$ cat config.mk
export PLATFORM = sky130hd
export DESIGN_NAME = hazard_control_unit
export DESIGN_NICKNAME = d
export VERILOG_FILES = /design/src/rtl/lc3b_types.sv /design/src/rtl/hazard_detect.sv /design/src/rtl/hazard_control_unit.sv
export SDC_FILE = /design/constraint.sdc
export NUM_CORES = 1
export LEC_CHECK = 0
export CAP_MARGIN = 25
export CORE_AREA = 5 5 42 44
export CTS_CLUSTER_DIAMETER = 80
export DETAILED_ROUTE_END_ITERATION = 8
export DIE_AREA = 0 0 47 49
export HOLD_SLACK_MARGIN = 0.02
export PLACE_DENSITY = 0.68
export SLEW_MARGIN = 20
export SYNTH_ARGS = -nofsm -noshare
export SYNTH_HDL_FRONTEND = slang
export SYNTH_SLANG_ARGS = --single-unit
$ cat constraint.sdc
create_clock -name clk -period 2.3 [get_ports clk]
set_input_delay 0.345 -clock clk [delete_from_list [all_inputs] [get_ports clk]]
set_output_delay 0.345 -clock clk [all_outputs]
set_load 0.03 [all_outputs]
$ cat src/rtl/lc3b_types.sv
// Shared LC-3b pipeline types: register index, hazard-unit FSM states and
// the bundle of stage-control strobes the hazard unit drives.
package lc3b_types;

  typedef logic [2:0] lc3b_reg;

  typedef enum logic [1:0] {
    RUN    = 2'd0,
    IMISS  = 2'd1,
    DMISS  = 2'd2,
    IDRAIN = 2'd3
  } hcu_state_t;

  localparam int unsigned HCU_CNT_W = 16;

  typedef struct packed {
    logic load_pc;
    logic load_if_id;
    logic load_id_ex;
    logic load_ex_mem;
    logic load_mem_wb;
    logic flush_if_id;
    logic flush_id_ex;
    logic flush_ex_mem;
    logic not_stall;
    logic load_tgt;
    logic pc_redirect_sel;
  } hcu_ctrl_t;

  // Every stage frozen; IF/ID is not stalled by a hazard, merely not loaded.
  function automatic hcu_ctrl_t hcu_ctrl_freeze();
    hcu_ctrl_t c;
    c           = '0;
    c.not_stall = 1'b1;
    return c;
  endfunction

  // Every stage advances with real data.
  function automatic hcu_ctrl_t hcu_ctrl_advance();
    hcu_ctrl_t c;
    c             = '0;
    c.load_pc     = 1'b1;
    c.load_if_id  = 1'b1;
    c.load_id_ex  = 1'b1;
    c.load_ex_mem = 1'b1;
    c.load_mem_wb = 1'b1;
    c.not_stall   = 1'b1;
    return c;
  endfunction

endpackage

$ cat src/rtl/hazard_detect.sv
// Combinational load-use detector: a load in EX whose destination feeds a
// source operand of the instruction currently in ID.
module hazard_detect
  import lc3b_types::*;
(
  input  logic    ex_is_load_i,
  input  lc3b_reg ex_dest_i,
  input  lc3b_reg id_src1_i,
  input  lc3b_reg id_src2_i,
  input  logic    id_uses_src2_i,
  output logic    load_use_o
);

  logic src1_hit;
  logic src2_hit;

  assign src1_hit   = (ex_dest_i == id_src1_i);
  assign src2_hit   = id_uses_src2_i && (ex_dest_i == id_src2_i);
  assign load_use_o = ex_is_load_i && (src1_hit || src2_hit);

endmodule

$ cat src/rtl/hazard_control_unit.sv
// LC-3b pipeline hazard/stall controller: cache-miss FSM, redirect flushes and
// load-use bubbles. Optional perf counters under `HCU_PERF_COUNTERS_EN`.
module hazard_control_unit
  import lc3b_types::*;
(
  input  logic    clk,
  input  logic    reset_n,
  output logic    icache_read,
  input  logic    icache_resp,
  input  logic    dcache_req,
  input  logic    dcache_resp,
  input  logic    br_taken,
  input  lc3b_reg id_src1,
  input  lc3b_reg id_src2,
  input  logic    id_uses_src2,
  input  lc3b_reg ex_dest,
  input  logic    ex_is_load,
  output logic    load_pc,
  output logic    load_if_id,
  output logic    load_id_ex,
  output logic    load_ex_mem,
  output logic    load_mem_wb,
  output logic    flush_if_id,
  output logic    flush_id_ex,
  output logic    flush_ex_mem,
  output logic    not_stall,
  output logic    load_tgt,
  output logic    pc_redirect_sel
`ifdef HCU_PERF_COUNTERS_EN
  ,
  output logic [HCU_CNT_W-1:0] stall_cycles,
  output logic [HCU_CNT_W-1:0] flush_count
`endif
);

  hcu_state_t state_q, state_d;
  logic       rst_q;
  logic       ignore_q;
  hcu_ctrl_t  ctrl;
  logic       load_use;
  logic       dmiss_ev;
  logic       fetch_ok;
  logic       redirect_ev;

  hazard_detect u_hazard_detect (
    .ex_is_load_i   (ex_is_load),
    .ex_dest_i      (ex_dest),
    .id_src1_i      (id_src1),
    .id_src2_i      (id_src2),
    .id_uses_src2_i (id_uses_src2),
    .load_use_o     (load_use)
  );

  assign dmiss_ev = dcache_req && !dcache_resp;
  // A fetch response is only trusted once the stale post-reset one has been dropped.
  assign fetch_ok = icache_resp && !ignore_q;

  always_ff @(posedge clk) begin
    if (!reset_n) begin
      state_q  <= RUN;
      rst_q    <= 1'b1;
      ignore_q <= 1'b1;
    end else begin
      state_q  <= state_d;
      rst_q    <= 1'b0;
      if (!rst_q && icache_resp) ignore_q <= 1'b0;
    end
  end

  always_comb begin
    ctrl        = '0;
    state_d     = state_q;
    icache_read = 1'b1;
    redirect_ev = 1'b0;
    if (rst_q) begin
      icache_read = 1'b0;
      state_d     = RUN;
    end else if (dmiss_ev) begin
      ctrl    = hcu_ctrl_freeze();
      state_d = DMISS;
    end else if (state_q == IDRAIN) begin
      // Wrong-path fetch in flight: inject bubbles until it returns, then jump.
      ctrl             = hcu_ctrl_advance();
      ctrl.flush_if_id = 1'b1;
      if (icache_resp) begin
        ctrl.pc_redirect_sel = 1'b1;
        state_d              = RUN;
      end else begin
        ctrl.load_pc = 1'b0;
      end
    end else if (br_taken) begin
      redirect_ev       = 1'b1;
      ctrl              = hcu_ctrl_advance();
      ctrl.flush_if_id  = 1'b1;
      ctrl.flush_id_ex  = 1'b1;
      ctrl.flush_ex_mem = 1'b1;
      if (fetch_ok) begin
        state_d = RUN;
      end else begin
        ctrl.load_pc  = 1'b0;
        ctrl.load_tgt = 1'b1;
        state_d       = IDRAIN;
      end
    end else if (load_use) begin
      ctrl             = hcu_ctrl_advance();
      ctrl.load_pc     = 1'b0;
      ctrl.load_if_id  = 1'b0;
      ctrl.flush_id_ex = 1'b1;
      ctrl.not_stall   = 1'b0;
      state_d          = icache_resp ? RUN : IMISS;
    end else if (fetch_ok) begin
      ctrl    = hcu_ctrl_advance();
      state_d = RUN;
    end else begin
      ctrl             = hcu_ctrl_advance();
      ctrl.load_pc     = 1'b0;
      ctrl.flush_if_id = 1'b1;
      state_d          = icache_resp ? RUN : IMISS;
    end
  end

  assign load_pc         = ctrl.load_pc;
  assign load_if_id      = ctrl.load_if_id;
  assign load_id_ex      = ctrl.load_id_ex;
  assign load_ex_mem     = ctrl.load_ex_mem;
  assign load_mem_wb     = ctrl.load_mem_wb;
  assign flush_if_id     = ctrl.flush_if_id;
  assign flush_id_ex     = ctrl.flush_id_ex;
  assign flush_ex_mem    = ctrl.flush_ex_mem;
  assign not_stall       = ctrl.not_stall;
  assign load_tgt        = ctrl.load_tgt;
  assign pc_redirect_sel = ctrl.pc_redirect_sel;

`ifdef HCU_PERF_COUNTERS_EN
  logic [HCU_CNT_W-1:0] stall_q;
  logic [HCU_CNT_W-1:0] flush_q;

  function automatic logic [HCU_CNT_W-1:0] sat_inc(input logic [HCU_CNT_W-1:0] v);
    return (v == {HCU_CNT_W{1'b1}}) ? v : v + 1'b1;
  endfunction

  always_ff @(posedge clk) begin
    if (!reset_n) begin
      stall_q <= '0;
      flush_q <= '0;
    end else begin
      if (!rst_q && (!ctrl.not_stall || dmiss_ev)) stall_q <= sat_inc(stall_q);
      if (redirect_ev) flush_q <= sat_inc(flush_q);
    end
  end

  assign stall_cycles = stall_q;
  assign flush_count  = flush_q;
`endif

endmodule

Yosys cells after proc, flatten, opt, wreduce, memory -nomap -nowiden:

Cells that the tools add are included.

* flip-flop bits (word level): 4
* input bits: 17
* word-level logic and storage cells: 40

* bitwise gates (word level): 1
* equality and inequality tests: 5
* reductions and logical operators: 11
* multiplexer cells: 19

Operators by type and width (number)
* two-way mux 11 bit: 6
* two-way mux 2 bit: 5
* two-way mux 1 bit: 8
* equality test 3 bit: 2
* logical AND 1 bit: 5
* zero test 1 bit: 3
* != test 3 bit, second input constant: 1
* OR reduction 3 bit: 1
* equality test 2 bit, second input constant: 1
* != test 2 bit, second input constant: 1
* OR reduction 2 bit: 1
* logical OR 1 bit: 1
* inverter 1 bit: 1

Logic depth before layout (Yosys ltp):

* word-level depth: 9
* gate-level depth with buffers: 5

Modules after synthesis:

A second synthesis with hierarchy kept.

* cell total of the unflattened synthesis: 43
* area total of the unflattened synthesis: 352.8 µm²

Modules (own cells, without submodules)
* hazard_control_unit: area each 276.5 µm², times used 1, cells an instance 34, seq. area each 80.1 µm²
* hazard_detect: area each 76.3 µm², times used 1, cells an instance 9, seq. area each 0.0 µm²

Worst setup path before layout:

OpenSTA, ideal clock, no wires.

* kind: reg-to-output
* start point: reg rst_q
* end point: out load_tgt
* slack: 343 ps
* cell stages (with the launch flop): 6
* data arrival time: 1612 ps
* path through: dfxtp_1 > inv_1 > nand2_1 > inv_2 > and3_1 > o21a_1

* cells in the longest elaborated chain, start to end: 1

Ends and longest elaborated chain
* from (decl): RTL line hazard_control_unit.sv:37 `logic rst_q;`
* from (signal assigned): RTL line hazard_control_unit.sv:61 `rst_q <= 1'b1;`
* from (signal assigned): RTL line hazard_control_unit.sv:65 `rst_q <= 1'b0;`
* two-way mux 11 bit: RTL line hazard_control_unit.sv:75 `if (rst_q) begin`
* to (decl): RTL line hazard_control_unit.sv:27 `output logic load_tgt,`

Every way passes these cells.

Worst setup path after layout:

* start point: in dcache_resp
* end point: out load_ex_mem

* cells in the longest elaborated chain, start to end: 4

Ends and longest elaborated chain
* from (decl): RTL line hazard_control_unit.sv:11 `input logic dcache_resp,`
* zero test 1 bit: RTL line hazard_control_unit.sv:54 `assign dmiss_ev = dcache_req && !dcache_resp;`
* logical AND 1 bit: RTL line hazard_control_unit.sv:54
* two-way mux 11 bit: RTL line hazard_control_unit.sv:78 `end else if (dmiss_ev) begin`
* two-way mux 11 bit: RTL line hazard_control_unit.sv:75
* to (decl): RTL line hazard_control_unit.sv:21 `output logic load_ex_mem,`

Every way passes these cells.

==> summary.md <==
| Metric | Value |
|---|---|
| Status | `completed` |
| RSZ-0062 raised after global routing | `no` |
| H-tree lvl count | `1` |
| Root buffer cell | `clkbuf_4` |
| Via density | `4.62` |
| CTS sink cnt | `4` |
| Crit path arrival time | `1.89 ns` |
| Initial antenna violation count | `0` |
| Post-DRT Antenna Nets | `0` |
| Startpoint types | `input port` |
| Worst reg2reg setup slack | `1.15 ns` |
| Drt wl/cell | `11.1 um` |
| Fin area | `669 um2` |
| Final Util | `47.8%` |
| Worst R2R Start | `state_q[0]` |
| P per Cell Area | `439 mW/mm2` |
| Critical path origin | `dcache_resp` |
| DR iter-0 viols | `1` |
| Syn Area/Cell | `8.32 um2` |
| Clock transition at path regs | `0.04 ns` |
| Setup violators final | `0` |
| Worst reg2reg endpoint | `state_q[1]` |
| Headroom to the max-slew limit | `77.4%` |
| Final min period | `2.23 ns` |
| Initial Utilization | `23.7%` |
| Cell Area, Synth | `333 um2` |
| Synth area leader | `dfxtp_1` |
| Yosys reg bits | `4` |
| Hold Violations, Final | `0` |
| Post-synth cell types | `23` |
| Sequential fraction of the synthesis area | `24.1%` |
| Number of global-route vias before repair | `412` |
| Fmax | `448 MHz` |
| I/O pins | `29` |
| Critical setup path kind | `in -> out` |
| Cells after Synth | `40` |
| Worst Setup EP | `load_ex_mem` |
| Pwr Total | `294 uW` |
| Tcrit/Tclk final | `97.1%` |
| Fraction of layout cells with a size suffix above 1 | `25.3%` |
| RePlAce Congestion | `0.651` |
| Die Span Y | `49 um` |
| Clk buf depth | `2` |
| Ys async rst share | `0%` |
| Main synth FF type | `dfxtp_1` |
| Inserted Clock Buffers | `3` |
| Number of synthesized flops with an enable pin | `0` |
| Total track usage | `10.1%` |
| Ranking of synthesized cells by area | `dfxtp_1 24%, xnor2_1 11%, o31ai_4 6.4%` |
| Total Wirelength | `1010 um` |
| Mapped Nets | `57` |
| Most common cell after layout, fill and taps aside | `clkdlybuf4s50_1` |
| Std cell rows | `14` |
| Skew final | `0.00589 ns` |
| YS warnings | `0` |
| Max VDD drop | `0.000287 V` |
| Setup repair bufs after CTS | `0` |
| Clk_lat worst skew | `0.24 ns` |
| Min-Delay Path Class | `reg -> reg` |
| Pin count of the biggest net entering global routing | `7` |
| Full die area | `0.00230 mm2` |
| Max FO, Critical Path | `6` |
| CP endpoint kind | `primary output` |
| Syn-to-layout area delta | `101%` |
| Global-route wire length before repair | `1670 um` |
| CTS tree | `done` |
| Dpl hpwl | `830 um` |
| Total of max-cap violations | `0` |
| Port bufs | `28` |
| Placed Area | `651 um2` |
| FF-to-FF path depth | `4` |
| Post-route DRC violation count | `0` |
| Leakage | `0.000300 uW` |
| DIE WIDTH | `47 um` |
| Most frequent cells in the layout | `20 x clkdlybuf4s50_1, 11 x buf_4, 4 x xnor2_1, 4 x nand2_1, 4 x dfxtp_1` |
| Share of the synthesized area in the top cell type | `24.1%` |
| Nets | `94` |
| Antenna cells | `0` |
| Pins Over Slew Limit | `0` |
| Core region area | `0.00140 mm2` |
| Vias | `420` |
| Req. time, crit path | `1.96 ns` |
| Final TNS setup | `0 ns` |
| Final hold slack | `0.507 ns` |
| Worst Tran Pin Value | `0.339 ns` |
| GR Overflow Total | `0` |
| First-pass DRT Iterations | `3` |
-- layer usage --
metal	global-route usage [%]	up-vias	part of all wire, %	routed length, um
li1	-	211	-	-
met1	11.0	186	36	362
met2	14.7	23	51	514
met3	4.80	0	13	136
met4	6.91	0	0	0
met5	0	-	0	0
-- worst max-delay path, cell delays in order --
cell	delay, ns
clkdlybuf4s50_1	0.44
nand2b_1	0.11
nand2_1	0.12
inv_2	0.07
buf_4	0.13
clkdlybuf4s50_1	0.67
-- area by class of cell --
class	instances	area [um2]
flip-flops and latches	4	80.1
well taps	16	20.0
clock buffers	3	22.5
inverters	4	15.0
multi-input cells	30	223
repair buffers	34	309
fillers	152	732
-- worst min-delay path by stage --
stage / slack (ns) / cells past startpoint / startpoint / to
final: 0.51 / 2 / rst_q / ignore_q
after global routing: 0.54 / 2 / rst_q / ignore_q
after CTS: 0.51 / 2 / rst_q / ignore_q
after detailed placement: 0.48 / 2 / rst_q / ignore_q
after global placement: 0.48 / 2 / rst_q / ignore_q
after floorplan: 0.41 / 1 / reset_n / ignore_q
-- metrics by stage --
stage | std cells | setup slack [ns]
after floorplan | 40 | 0.343
after global placement | 88 | -0.125
after detailed placement | 88 | -0.138
after CTS | 91 | 0.0580
after global routing | 91 | 0.00355
final | 91 | 0.0657
-- cells by family after synthesis --
group                  after synthesis  share of synthesized area (%)
AND/OR/NAND/NOR                     11                           18.0
AO/OA/AOI/OAI                       13                           30.8
flip-flops                           4                           24.1
XOR/XNOR                             6                           18.0
buffers and inverters                6                           9.02
-- synth_stat cells, types with 2 or more instances --
master,n
a21oi_1,3
o21ai_1,2
nand2_1,4
a31oi_1,2
inv_1,3
xnor2_1,4
and3_1,2
buf_4,2
dfxtp_1,4
-- where the power goes --
group	internal, uW	switching [uW]	leakage [uW]
Combinational	64.0	61.7	0.000253
Clock	58.6	32.4	0.0000138
Sequential	73.7	3.60	0.0000332
Total	196	97.6	0.000300
-- registers in the layout, summed over array words and instances, names as in the netlist --
register / cells
state_q: 2
ignore_q: 1
rst_q: 1
-- what timing repair did --
item | in CTS | in global routing
resized for setup | 3 | 0
setup endpoints to repair | 3 | 0
hold buffers | 0 | 0
Note: power is estimated with default switching activity, not from simulation.
